$ cat src/rtl/truth_table_sweeper_pkg.sv
// Shared types and helpers for the truth-table sweeper: FSM states, row geometry
// and the row-to-table-bit mapping (row 0 lands in the MSB).
package tt_sweep_pkg;

   typedef enum logic [1:0] {
      IDLE,
      SETTLE,
      SAMPLE,
      DONE
   } state_t;

   localparam int N_ROWS = 8;
   localparam int IN_W   = 3;

   localparam logic [IN_W-1:0] LAST_ROW = IN_W'(N_ROWS - 1);

   function automatic logic [IN_W-1:0] row_to_bit(input logic [IN_W-1:0] k);
      return LAST_ROW - k;
   endfunction

endpackage

$ cat src/rtl/truth_table_sweeper_settle_timer.sv
// Loadable 8-bit up-counter that flags the last settle cycle of a row
// (count == SETTLE_CYCLES-1).
module settle_timer #(
   parameter int SETTLE_CYCLES = 4
) (
   input  logic clk,
   input  logic rst,
   input  logic clear,
   input  logic enable,
   output logic terminal
);

   logic [7:0] cnt;

   always_ff @(posedge clk or posedge rst) begin
      if (rst) begin
         cnt <= 8'd0;
      end else if (clear) begin
         cnt <= 8'd0;
      end else if (enable) begin
         cnt <= cnt + 8'd1;
      end
   end

   assign terminal = (cnt == 8'(SETTLE_CYCLES - 1));

endmodule

$ cat src/rtl/truth_table_sweeper.sv
// Drives a 3-input DUT through all 8 rows, samples its output after a settle
// window per row, and compares the assembled truth table with an expected word.
module truth_table_sweeper
   import tt_sweep_pkg::*;
#(
   parameter int SETTLE_CYCLES = 4
) (
   input  logic            clk,
   input  logic            rst,
   input  logic            start,
   input  logic            abort,
   input  logic [7:0]      expected,
   input  logic            dut_out,
   output logic [IN_W-1:0] dut_in,
   output logic            busy,
   output logic            done,
   output logic [7:0]      truth_table,
   output logic            match,
   output logic [7:0]      mismatch
);

   state_t          state;
   state_t          state_next;
   logic [IN_W-1:0] row;
   logic [7:0]      expected_q;
   logic [7:0]      table_cap;
   logic            timer_clear;
   logic            timer_en;
   logic            terminal;
   logic            accept;
   logic            abort_hit;
   logic            capture;
   logic            finish;

   settle_timer #(
      .SETTLE_CYCLES(SETTLE_CYCLES)
   ) u_settle_timer (
      .clk      (clk),
      .rst      (rst),
      .clear    (timer_clear),
      .enable   (timer_en),
      .terminal (terminal)
   );

   always_ff @(posedge clk or posedge rst) begin
      if (rst) begin
         state <= IDLE;
      end else begin
         state <= state_next;
      end
   end

   // Abort is checked before capture so a late abort never records the row.
   always_comb begin
      state_next  = state;
      timer_clear = 1'b0;
      timer_en    = 1'b0;
      accept      = 1'b0;
      abort_hit   = 1'b0;
      capture     = 1'b0;
      finish      = 1'b0;
      case (state)
         IDLE: begin
            if (start) begin
               accept      = 1'b1;
               timer_clear = 1'b1;
               state_next  = SETTLE;
            end
         end
         SETTLE: begin
            if (abort) begin
               abort_hit   = 1'b1;
               timer_clear = 1'b1;
               state_next  = IDLE;
            end else begin
               timer_en = 1'b1;
               if (terminal) begin
                  state_next = SAMPLE;
               end
            end
         end
         SAMPLE: begin
            timer_clear = 1'b1;
            if (abort) begin
               abort_hit  = 1'b1;
               state_next = IDLE;
            end else begin
               capture = 1'b1;
               if (row == LAST_ROW) begin
                  finish     = 1'b1;
                  state_next = DONE;
               end else begin
                  state_next = SETTLE;
               end
            end
         end
         DONE: begin
            state_next = IDLE;
         end
         default: begin
            state_next = IDLE;
         end
      endcase
   end

   // Table word as it will look once the current row's output is captured.
   always_comb begin
      table_cap                  = truth_table;
      table_cap[row_to_bit(row)] = dut_out;
   end

   always_ff @(posedge clk or posedge rst) begin
      if (rst) begin
         row         <= '0;
         dut_in      <= '0;
         expected_q  <= 8'h00;
         truth_table <= 8'h00;
         match       <= 1'b0;
         mismatch    <= 8'h00;
      end else begin
         if (accept) begin
            expected_q  <= expected;
            truth_table <= 8'h00;
            match       <= 1'b0;
            mismatch    <= 8'h00;
            row         <= '0;
            dut_in      <= '0;
         end
         if (abort_hit) begin
            match    <= 1'b0;
            mismatch <= 8'h00;
            row      <= '0;
            dut_in   <= '0;
         end
         if (capture) begin
            truth_table <= table_cap;
            if (finish) begin
               match    <= (table_cap == expected_q);
               mismatch <= table_cap ^ expected_q;
               row      <= '0;
               dut_in   <= '0;
            end else begin
               row    <= row + 1'b1;
               dut_in <= row + 1'b1;
            end
         end
      end
   end

   assign busy = (state != IDLE);
   assign done = (state == DONE);

endmodule

$ cat config.mk
export PLATFORM = sky130hd
export DESIGN_NAME = truth_table_sweeper
export DESIGN_NICKNAME = d
export VERILOG_FILES = /design/src/rtl/truth_table_sweeper_pkg.sv /design/src/rtl/truth_table_sweeper_settle_timer.sv /design/src/rtl/truth_table_sweeper.sv
export SDC_FILE = /design/constraint.sdc
export NUM_CORES = 1
export LEC_CHECK = 0
export CORE_UTILIZATION = 47
export DETAILED_ROUTE_END_ITERATION = 6
export HOLD_SLACK_MARGIN = 0.06
export PLACE_DENSITY_LB_ADDON = 0.2
export SKIP_LAST_GASP = 1
export SLEW_MARGIN = 20
export SYNTH_ARGS = -nofsm -noshare
export SYNTH_HDL_FRONTEND = slang
export SYNTH_HIERARCHICAL = 1
export SYNTH_SLANG_ARGS = --single-unit
$ cat constraint.sdc
create_clock -name clk -period 1.9 [get_ports clk]
set_input_delay 0.38 -clock clk [delete_from_list [all_inputs] [get_ports clk]]
set_output_delay 0.38 -clock clk [all_outputs]
set_load 0.005 [all_outputs]
Word-level counts from Yosys, hierarchy flattened
Index checks and enable logic that the tools add are counted.
Operators by class
  add/subtract/negate cells: 3
  magnitude comparators: 2
  equality and inequality tests: 8
  multiplexer cells: 36
  bitwise gates (word level): 1
  reduce and logical (&&, ||, !) cells: 8
Operators with widths (count)
  2-to-1 mux 8 bit: 8
  2-to-1 mux 1 bit: 15
  2-to-1 mux 3 bit: 4
  2-to-1 mux 2 bit: 5
  adder 8 x 1 -> 8 bit (second input constant): 1
  bitwise mux 8 bit: 1
  == test 8 x 2 -> 1 bit (second input constant): 1
  == test 8 bit: 1
  case mux 2 bit (4 select lines): 1
  XOR 8 bit: 1
  nonzero test 2 bit: 3
  == test 2 bit (second input constant): 2
  < comparator 3 x 4 -> 1 bit (second input constant): 1
  adder 3 x 1 -> 3 bit (second input constant): 1
  demux 1 bit (select 3 bit): 1
  == test 3 bit (second input constant): 1
  >= comparator 3 x 1 -> 1 bit (second input constant): 1
  != test 3 bit (second input constant): 1
  case mux 1 bit (3 select lines): 1
  nonzero test 3 bit: 1
  subtractor 3 bit (first input constant): 1
  == test 2 x 1 -> 1 bit (second input constant): 1
  zero test 2 bit: 1
  != test 2 bit (second input constant): 1
  other kinds (3): 3
Storage, ports and cells
  register bits after elaboration: 38
  bits of input ports: 13
  output and inout port bits: 22

Longest topological paths before layout
  depth in word-level cells: 9
  gate-level depth with buffers: 9
  gate-level depth less buffers: 7

Hierarchy
Netlist, hierarchy kept.
Modules (own cells, without submodules)
  truth_table_sweeper: instances 1, cells each 140, area an instance 1577.8 µm², sequential area each 750.7 µm²
  settle_timer: instances 1, cells each 42, area an instance 416.6 µm², sequential area each 200.2 µm²

Worst setup path after synthesis
No wires, ideal clock.
  path type: reg2reg
  start: register state[0]
  end: register u_settle_timer.cnt[5]
  library setup time: 0.077 ns
  data arrival time: 1.913 ns
  required time: 1.823 ns
  path slack: -0.091 ns
  stages on the path, launching flop included: 9
  clock period less this slack: 1.991 ns
  cell sequence: dfrtp_1 > inv_1 > ha_1 > nand2_1 > a21oi_1 > buf_4 > o2111ai_4 > or3_1 > a21oi_1
On the way
  cells in the longest elaborated chain, start to end: 3
RTL lines
  start, declared: RTL line truth_table_sweeper.sv:22  | state_t state;
  start signal, assigned: RTL line truth_table_sweeper.sv:49  | state <= state_next;
  == test 2 bit, or another cell as far along: RTL line truth_table_sweeper.sv:62  | case (state)
  case mux 1 bit (3 select lines) *: RTL line truth_table_sweeper.sv:62
  via timer_clear: RTL line truth_table_sweeper.sv:27  | logic timer_clear;
  2-to-1 mux 8 bit / nonzero test 2 bit (equally long branches)
  end signal, assigned: RTL line truth_table_sweeper_settle_timer.sv:21  | cnt <= cnt + 8'd1;
  end, declared: RTL line truth_table_sweeper_settle_timer.sv:13  | logic [7:0] cnt;
Mark *: on every way through the listed nets, which the timed path passes. The rest lies on a longest branch.
A chain may end at the register's enable or synchronous reset.

==> metrics.csv <==
stage,metric,value,unit
clock_tree,Sink Count,38,
critical_path,worst-path cell chain,clkdlybuf4s50_1,
worst_hold_path,Hold/Removal Path Class,primary input to async pin,
route,DR vias/cell,5.372,
finish,# fillers,319,
floorplanning,Ports,35,
sta,post-route clock period utilization,0.9440,
floorplanning,die width,67.14,um
sta,Setup Viol. Count Final,0,
finish,Area Overhead vs Synth,32.75,%
critical_path,largest fanout on the critical path,11,
logic_synthesis,#FFs+latches synth,38,
logic_synthesis,YS warnings,6,
clock_tree,clk_lat worst skew,0.29,ns
power,Peak VDD IR,0.6141,mV
logic_synthesis,post-synth top area share,0.4768,
logic_synthesis,cells after synthesis,182,
logic_synthesis,number of synthesized flops with an enable pin,0,
critical_path,crit path capture type,output pin,
floorplanning,die footprint,4508,um^2
finish,FF/Latch Area,952.2,um^2
global_route,vias in the first global route,1584,
route,drt wl/cell,15.69,um
global_route,grt total ovfl,0,
floorplanning,# rows,23,
global_route,first-pass GRT wire length,7.410,mm
finish,"leading cell types in the layout, fill and taps excluded","37 x dfrtp_1, 32 x clkdlybuf4s50_1, 22 x buf_4",
finish,Nets,259,
sta,Achievable Freq,557.5,MHz
critical_path,r2r startpoint,state[1],
critical_path,reg2reg path depth,8,
logic_synthesis,cell area after technology mapping,1994,um^2
outcome,status,completed,
finish,# diodes,0,
finish,post-route insts no fill,288,
clock_tree,H-Tree Depth,2,
route,post-route DRC violation count,0,
route,Routed Antenna Nets,0,
route,Post-Route WL,4.519,mm
logic_synthesis,synth top area cells,"dfrtp_1 48%, a22o_1 6.1%, mux2_2 5.1%",
logic_synthesis,post-synth top area cell,dfrtp_1,
placed_design,GPL Wtd Cong,0.8310,
placed_design,port bufs,34,
clock_tree,worst-case clock buffer depth,2,
critical_path,Slowest cell on crit path,clkdlybuf4s50_1,
sta,fin crit period,1.794,ns
critical_path,crit-path leading delay family,buffers and inverters,
critical_path,Worst EP required,1.52,ns
critical_path,Buffers & Inverters on Critical Path,1,
floorplanning,Core Footprint,4029,um^2
run,Max-cap violations,0,
sta,Worst Skew,0.006751,ns
finish,area taken by multi-input logic gates,1006,um^2
placed_design,HPWL Detailed,3.359,mm
global_route,initial antenna violation count,0,
sta,final hold violations,0,
route,Iteration-0 DRC Markers,39,
critical_path,Worst EP arrival,1.41,ns
route,Via Count,1547,
sta,worst slew pin tran,0.3813,ns
critical_path,Critical Path Max Stage Delay,0.58,ns
global_route,largest net degree at the start of global routing,31,
power,Leak,1.205,nW
sta,"Slew Viols, Final",0,
logic_synthesis,"Seq/Total Area, Yosys",0.4768,
sta,RSZ-0062 raised after global routing,yes,
logic_synthesis,Post-synth top flop,dfrtp_1,
logic_synthesis,Mapped Nets,203,
floorplanning,die height,67.14,um
floorplanning,effective utilization at floorplan,0.4950,
power,total design power,2.908,mW
clock_tree,CTS buffer count,5,
clock_tree,CTS tree,yes,
critical_path,type of the worst setup path,register to output pin,
route,drt first pass iters,4,
logic_synthesis,Avg Inst Size Synth,10.96,um^2
finish,layout cells sized above 1,0.2311,
clock_tree,CTS root buffer,clkbuf_8,
finish,"commonest non-fill, non-tap cell in the layout",dfrtp_1,
critical_path,FF-to-FF End,u_settle_timer/cnt[5],
critical_path,Startpoint Class,register,
logic_synthesis,asr flop ratio synth,1.000,
critical_path,reg2reg setup slack,0.11,ns
power,power per cell area,1099,nW/um^2
logic_synthesis,Synth cell types,33,
sta,worst rel slew slack,0.7458,
clock_tree,Worst-path clk slew,0.07,ns
placed_design,post-placement cell count,278,
global_route,Total GRT Usage,0.2247,
## flip-flops by register name, indices dropped and copies added, names as in the netlist
name and cells:
mismatch 8, match 1, u_settle_timer/cnt 8, expected_q 8, state 2, truth_table 8
row 3
## power breakdown
group	switching (mW)	internal [mW]	leakage [nW]
clock	0.280	0.246	0.0438
sequential	0.132	0.953	0.508
combinational	0.620	0.678	0.653
total	1.03	1.88	1.21
## cells by family (layout without fill, tap and decap cells)
kind of cell	after synthesis	count (layout)	synth area share
AND/OR/NAND/NOR	52	52	0.1330
AO/OA/AOI/OAI	39	39	0.1512
flip-flops	38	38	0.4768
multiplexers	18	18	0.09599
buffers and inverters	15	71	0.04015
XOR/XNOR	12	12	0.05270
adder cells (fa/ha/maj)	8	8	0.05019
## timing repair
| action | 4_1_cts | 5_1_grt |
|---|---|---|
| buffers inserted | 2 | 1 |
| hold buffers | 0 | 0 |
| resized for setup | 3 | 12 |
| pin swaps | 0 | 1 |
| gates cloned | 0 | 0 |
| setup endpoints to repair | 1 | 5 |
## area by class of cell
cell class | count | share of cell area
Clock inverter | 2 | 0.003781
Sequential cell | 38 | 0.3596
Tap cell | 50 | 0.02363
Timing Repair Buffer | 57 | 0.1971
Clock buffer | 5 | 0.02599
Inverter | 7 | 0.009924
Multi-Input combinational cell | 129 | 0.3800
## cell usage after synthesis (4+ instances only)
cell type,instances
dfrtp_1,38
nand2_1,19
a22o_1,14
o21ai_0,14
mux2_2,9
mux2i_1,9
xnor2_1,9
ha_1,8
nor2_1,8
inv_1,7
a21oi_1,6
buf_2,4
nand3_1,4
## how the worst max path moves through the flow
stage	cells past startpoint	start	endpoint	slack, ns
6_report	1	row[2]	dut_in[2]	0.11
3_3_place_gp	7	abort	u_settle_timer/cnt[5]	-0.04
2_1_floorplan	8	state[0]	u_settle_timer/cnt[5]	0.03
5_1_grt	8	state[1]	u_settle_timer/cnt[5]	-0.005
3_5_place_dp	8	abort	u_settle_timer/cnt[5]	-0.09
4_1_cts	4	state[1]	busy	0.02
## metal layers
metal,part of all wire,global-route usage,vias up
met5,0,0,-
met4,0.010,0.07979,0
met3,0.021,0.04561,5
met2,0.54,0.4038,20
met1,0.43,0.2627,766
li1,-,-,756
## per-stage QoR
step	utilization	setup slack (ns)	setup TNS (ns)	hold WS, ns	cell area [um^2]
final	0.6571	0.1064	0	0.3657	2648
after floorplan	-	0.03318	0	0.1957	1999
after global placement	0.6202	-0.04305	-0.08475	0.4962	2499
after detailed placement	0.6202	-0.08692	-0.1967	0.5011	2499
after global routing	0.6571	-0.005473	-0.005473	0.4142	2648
after CTS	0.6460	0.02226	0	0.3890	2603
No activity file was read; power rests on OpenSTA's default activity.
